File: config.mk
export PLATFORM = sky130hd
export DESIGN_NAME = proc_bus_control
export DESIGN_NICKNAME = d
export VERILOG_FILES = /design/src/rtl/proc_bus_control.sv
export SDC_FILE = /design/constraint.sdc
export NUM_CORES = 1
export LEC_CHECK = 0
export BUFFER_PORTS_ARGS = -buffer_cell sky130_fd_sc_hd__buf_2
export CORE_MARGIN = 4
export CORE_UTILIZATION = 46
export CTS_BUF_LIST = sky130_fd_sc_hd__clkbuf_2 sky130_fd_sc_hd__clkbuf_4 sky130_fd_sc_hd__clkbuf_8
export CTS_CLUSTER_DIAMETER = 60
export DETAILED_ROUTE_END_ITERATION = 16
export GPL_TIMING_DRIVEN = 0
export PLACE_DENSITY = 0.81
export SLEW_MARGIN = 40
export SYNTH_ARGS = -nofsm -noshare
export SYNTH_HDL_FRONTEND = slang
export SYNTH_SLANG_ARGS = --single-unit
File: constraint.sdc
create_clock -name clock -period 1.6 [get_ports clock]
set_input_delay 0.16 -clock clock [delete_from_list [all_inputs] [get_ports clock]]
set_output_delay 0.16 -clock clock [all_outputs]
set_load 0.01 [all_outputs]
File: src/rtl/proc_bus_control.sv
// Nine-bit processor control unit: fetches into IR and sequences
// bus-source selects and register-load enables over T0..T3.
module proc_bus_control #(
  parameter int OPW = 3,
  parameter int RW  = 3,
  localparam int IW = OPW + 2 * RW,
  localparam int NR = 1 << RW
) (
  input  logic          clock,
  input  logic          reset,
  input  logic          run,
  input  logic [IW-1:0] DIN,
  input  logic          g_nz,
  output logic [IW-1:0] ir,
  output logic [NR-1:0] r_out,
  output logic          g_out,
  output logic          DIN_out,
  output logic [NR-1:0] r_in,
  output logic          a_in,
  output logic          g_in_en,
  output logic          addsub,
  output logic          ir_in,
  output logic          done
);

  typedef enum logic [1:0] {
    T0 = 2'd0,
    T1 = 2'd1,
    T2 = 2'd2,
    T3 = 2'd3
  } state_t;

  localparam logic [OPW-1:0] OP_MV   = OPW'(0);
  localparam logic [OPW-1:0] OP_MVI  = OPW'(1);
  localparam logic [OPW-1:0] OP_ADD  = OPW'(2);
  localparam logic [OPW-1:0] OP_SUB  = OPW'(3);
  localparam logic [OPW-1:0] OP_MVNZ = OPW'(4);

  state_t state;
  state_t next;

  logic [OPW-1:0] op;
  logic [RW-1:0]  fx;
  logic [RW-1:0]  fy;
  logic [NR-1:0]  x_oh;
  logic [NR-1:0]  y_oh;

  assign op   = ir[IW-1 -: OPW];
  assign fx   = ir[2*RW-1 -: RW];
  assign fy   = ir[RW-1:0];
  assign x_oh = NR'(1) << fx;
  assign y_oh = NR'(1) << fy;

  always_comb begin
    next    = state;
    r_out   = '0;
    g_out   = 1'b0;
    DIN_out = 1'b0;
    r_in    = '0;
    a_in    = 1'b0;
    g_in_en = 1'b0;
    addsub  = 1'b0;
    ir_in   = 1'b0;
    done    = 1'b0;
    unique case (state)
      T0: begin
        if (run) begin
          ir_in = 1'b1;
          next  = T1;
        end
      end
      T1: begin
        next = T0;
        done = 1'b1;
        unique case (op)
          OP_MV: begin
            r_out = y_oh;
            r_in  = x_oh;
          end
          OP_MVI: begin
            DIN_out = 1'b1;
            r_in    = x_oh;
          end
          OP_ADD, OP_SUB: begin
            r_out = x_oh;
            a_in  = 1'b1;
            done  = 1'b0;
            next  = T2;
          end
          OP_MVNZ: begin
            if (g_nz) begin
              r_out = y_oh;
              r_in  = x_oh;
            end
          end
          default: ;
        endcase
      end
      T2: begin
        r_out   = y_oh;
        g_in_en = 1'b1;
        addsub  = op[0];
        next    = T3;
      end
      T3: begin
        g_out = 1'b1;
        r_in  = x_oh;
        done  = 1'b1;
        next  = T0;
      end
      default: next = T0;
    endcase
  end

  always_ff @(posedge clock) begin
    if (reset) begin
      state <= T0;
      ir    <= '0;
    end else begin
      state <= next;
      if (ir_in) ir <= DIN;
    end
  end

endmodule

## After elaboration in Yosys (flattened, before gate mapping)

Index checks and enable logic that the tools add are counted.

| word-level totals | value |
|---|---|
| memory bits (read-only) | 0 |
| register bits | 11 |
| memory bits (writable) | 0 |
| input port bits | 13 |
| word-level logic and storage cells | 36 |
| latch bits | 0 |
| memories | 0 |

| operators by class | value |
|---|---|
| reduce and logical (&&, ||, !) cells | 4 |
| shifts and indexed selects | 2 |
| div/mod/pow operators | 0 |
| equal/unequal tests | 8 |
| multipliers | 0 |
| add/sub/neg operators | 0 |
| magnitude comparators | 0 |
| mux-type cells | 20 |
| bitwise logic cells | 0 |

Operators by type and width:

| operator | number |
|---|---|
| case mux 8 bit (2 select lines) | 3 |
| case mux 8 bit (3 select lines) | 1 |
| 2-to-1 mux 8 bit | 2 |
| left shift 1 x 3 -> 8 bit (first input constant) | 2 |
| 2-to-1 mux 1 bit | 10 |
| case mux 2 bit (4 select lines) | 1 |
| == test 3 x 2 -> 1 bit (second input constant) | 2 |
| == test 2 bit (second input constant) | 2 |
| 2-to-1 mux 2 bit | 2 |
| OR reduction 2 bit | 2 |
| == test 3 x 1 -> 1 bit (second input constant) | 1 |
| == test 3 bit (second input constant) | 1 |
| logical NOT 3 bit | 1 |
| == test 2 x 1 -> 1 bit (second input constant) | 1 |
| logical NOT 2 bit | 1 |
| inequality test 2 bit (second input constant) | 1 |
| case mux 1 bit (2 select lines) | 1 |

## Longest topological paths before layout

| logic depth | value |
|---|---|
| depth after elaboration | 4 |
| gate-level depth with buffers | 6 |
| mapped depth without buffers | 6 |

## Worst setup path after synthesis

OpenSTA, ideal clock, no wires.

| path | value |
|---|---|
| path type | register to output |
| start | reg state[0] |
| end | out r_out[4] |
| path buffers | 0 |
| slack | 0.021 ns |
| arrival | 1.419 ns |
| data required time | 1.440 ns |
| cell stages (with the launch flop) | 6 |
| cells stage by stage | dfxtp_1 > inv_1 > ha_1 > and4b_1 > nand2_1 > o22ai_1 |

| between the ends | value |
|---|---|
| longest elaborated chain between the ends | 2 |

RTL lines:

| element | RTL line | source |
|---|---|---|
| from (decl) | 39 | `state_t state;` |
| from (signal assigned) | 120 | `state <= next;` |
| == test 2 bit or == test 2 x 1 -> 1 bit (tied branches) | 65 | `unique case (state)` |
| case mux 8 bit (2 select lines) (*) | 65 |  |
| to (decl) | 15 | `output logic [NR-1:0] r_out,` |

Mark *: on every way between the ends. The rest lies on a longest branch, timed or not.

## Worst setup path in the final report

| path | value |
|---|---|
| start | reg state[0] |
| end | out r_out[0] |

The elaborated chain is that of the path after synthesis.

==> summary.md <==
| Metric | Value |
|---|---|
| Die X | 51.2 um |
| Largest net degree at the start of global routing | 11 |
| Yosys warns | 0 |
| Final Hold Viols | 0 |
| CTS H-Tree Depth | 1 |
| Die height | 51.2 um |
| Area contributors post-synth | dfxtp_1, nand2_1, ha_1, a21oi_1, a211oi_1 |
| Worst-Margin Slew | 0.408 ns |
| Seq/Total Area, Yosys | 25.6% |
| Setup Crit Path Kind | flop to output port |
| Iteration-0 DRC Markers | 10 |
| Post-synth EDFFs | 0 |
| Core ar. | 0.00175 mm2 |
| Worst Hold Path Cells | 2 |
| Fmax | 0.524 GHz |
| Hold crit path type | input pin to flop |
| All-Layer GR Usage | 21.8% |
| Worst Path Max Fanout | 5 |
| Number of max-cap violations | 0 |
| Avg WL per Cell | 13.6 um |
| FF+latch count, synth | 11 |
| Data required, critical path | 1.44 ns |
| Syn Area/Cell | 7.54 um2 |
| Worst EP arrival | 1.75 ns |
| Post-synth top area cell | dfxtp_1 |
| Layout cells sized above 1 | 50.0% |
| Max-slew violation count | 0 |
| Area grow syn2layout | 52.5% |
| Highest metal used | met4 |
| PD cells | 604 mW/mm2 |
| Netlist cell types | 32 |
| GPL Wtd Cong | 0.853 |
| Capturing element type of the critical path | output port |
| Unrepaired setup endpoints after global routing | yes |
| CTS tree | built |
| Asr flop ratio synth | 0% |
| VDD IR max | 617 uV |
| Crit path launch type | flop |
| Worst r2r path cells | 4 |
| DP HPWL | 1900 um |
| I/O pin total | 45 |
| First-pass GRT wire length | 4440 um |
| Synthesized instance count | 114 |
| # nets final | 187 |
| Commonest non-fill, non-tap cell in the layout | buf_2 |
| M1 WL | 1040 um |
| Die Area | 0.00262 mm2 |
| Drt first pass iters | 4 |
| DR WL met2 | 1380 um |
| I/O Buffers | 44 |
| Antenna Nets Post-Route | 0 |
| Final setup margin | -0.309 ns |
| Clock skew | 0.00310 ns |
| Total Power | 0.792 mW |
| Vias | 1038 |
| Vias in the first global route | 967 |
| Leakage | 0.612 nW |
| Failing checks | setup timing |
| Sink Count | 11 |
| Initial core utilization | 49.2% |
| Site row count | 15 |
| Root Buffer | clkbuf_4 |
| Hold WS | 0.0652 ns |
| Relative slew slack | 72.8% |
| Diode count | 0 |
| Fin crit share | 119% |
| Detailed Route WL | 2630 um |
| HP Start | reset |
| Final min period | 1.91 ns |
| Status | finished, violations left |
| Main synth FF type | dfxtp_1 |
| Top cell type's share of synthesized area | 25.6% |
| Num CTS Buffers | 3 |
| Metal3 WL | 167 um |
| Initial antenna violation count | 0 |
| Routed vias/inst | 5.38 |
| Synth Net Count | 132 |
| CTS max path bufs | 2 |
| DRC violations left | 0 |
| Setup Viol. Count Final | 16 |
| CP startpoint | state[0]$_SDFFE_PP0P_ |
| Layout fillers | 136 |
| Clock latency on the worst-skew pair | 0.26 ns |
| Clock-pin transition on the worst setup and hold timing paths | 0.07 ns |
| Global route overflow | 0 |
| Most frequent cells in the layout | buf_2, nand2_1, a21oi_1 |
| Synthesized area | 860 um2 |
## final timing paths
path | end | slack [ns]
worst max-delay path | r_out[0] | -0.31
worst min-delay path | state[0]$_SDFFE_PP0P_ | 0.07
worst max register to register | state[0]$_SDFFE_PP0P_ | 0.41
worst min register to register | ir[4]$_SDFFE_PP0P_ | 0.52
## kinds of logic after synthesis
kind of cell	after synthesis	share of synthesized area, %
buf+inv	14	6.26
flops	11	25.6
fa+ha+maj	5	7.28
compound gates	31	28.5
simple gates	53	32.3
## Yosys cell counts (2+ instances only)
master	n
nand2_1	28
nand2b_1	2
clkbuf_1	2
clkinv_1	2
o32ai_1	2
nor2_1	4
ha_1	5
a211oi_1	7
a21oi_1	11
and2_1	2
nor2b_1	3
inv_1	9
a32oi_1	2
o22ai_1	4
nand4_1	3
dfxtp_1	11
and3b_2	2
## power breakdown
group / total [mW] / leakage, nW / internal (mW) / switching, mW
logic: 0.284 / 0.503 / 0.122 / 0.162
registers: 0.324 / 0.0913 / 0.293 / 0.0302
clock network: 0.184 / 0.0177 / 0.0924 / 0.0912
total: 0.792 / 0.612 / 0.508 / 0.284
## registers in the layout (all words and copies together), names as in the netlist, named ones only
name	cells
ir	9
state	1
## layer usage
layer,global-route usage [%],vias up
li1,-,514
met1,25.3,474
met2,39.3,44
met3,2.33,6
met4,10.5,0
met5,0,-
## critical path, cell delays in order, from the launching register on
cell,delay [ns]
dfxtp_4,0.39
inv_4,0.05
ha_4,0.27
and4b_2,0.32
nand2_4,0.09
o22ai_1,0.19
buf_2,0.17
## through the flow
step / cells / setup slack [ns] / util [%] / cell area [um2] / setup TNS, ns
6_report: 193 / -0.309 / 75.1 / 1310 / -2.96
5_1_grt: 193 / -0.348 / 75.1 / 1310 / -4.33
4_1_cts: 192 / -0.215 / 72.3 / 1260 / -2.49
3_5_place_dp: 183 / -0.186 / 63.7 / 1110 / -1.41
3_3_place_gp: 183 / -0.132 / 63.7 / 1110 / -0.972
2_1_floorplan: 114 / 0.0213 / - / 860 / 0
## timing repair
item	in CTS	in global routing
endpoints found under the setup margin	18	17
pin swaps	14	1
resized for setup	23	8
hold buffers	0	0
buffers inserted	5	1
## cell type report
type | instances | area, um2 | area share, %
multi-input cells | 89 | 689 | 52.6
plain buffers | 3 | 12.5 | 0.954
clock buffers | 3 | 22.5 | 1.72
repair buffers | 50 | 275 | 21.0
flip-flops and latches | 11 | 225 | 17.2
inverters | 11 | 50.0 | 3.82
clock inverters | 1 | 5.00 | 0.382
well taps | 25 | 31.3 | 2.39
(Power assumes the default switching activity.)
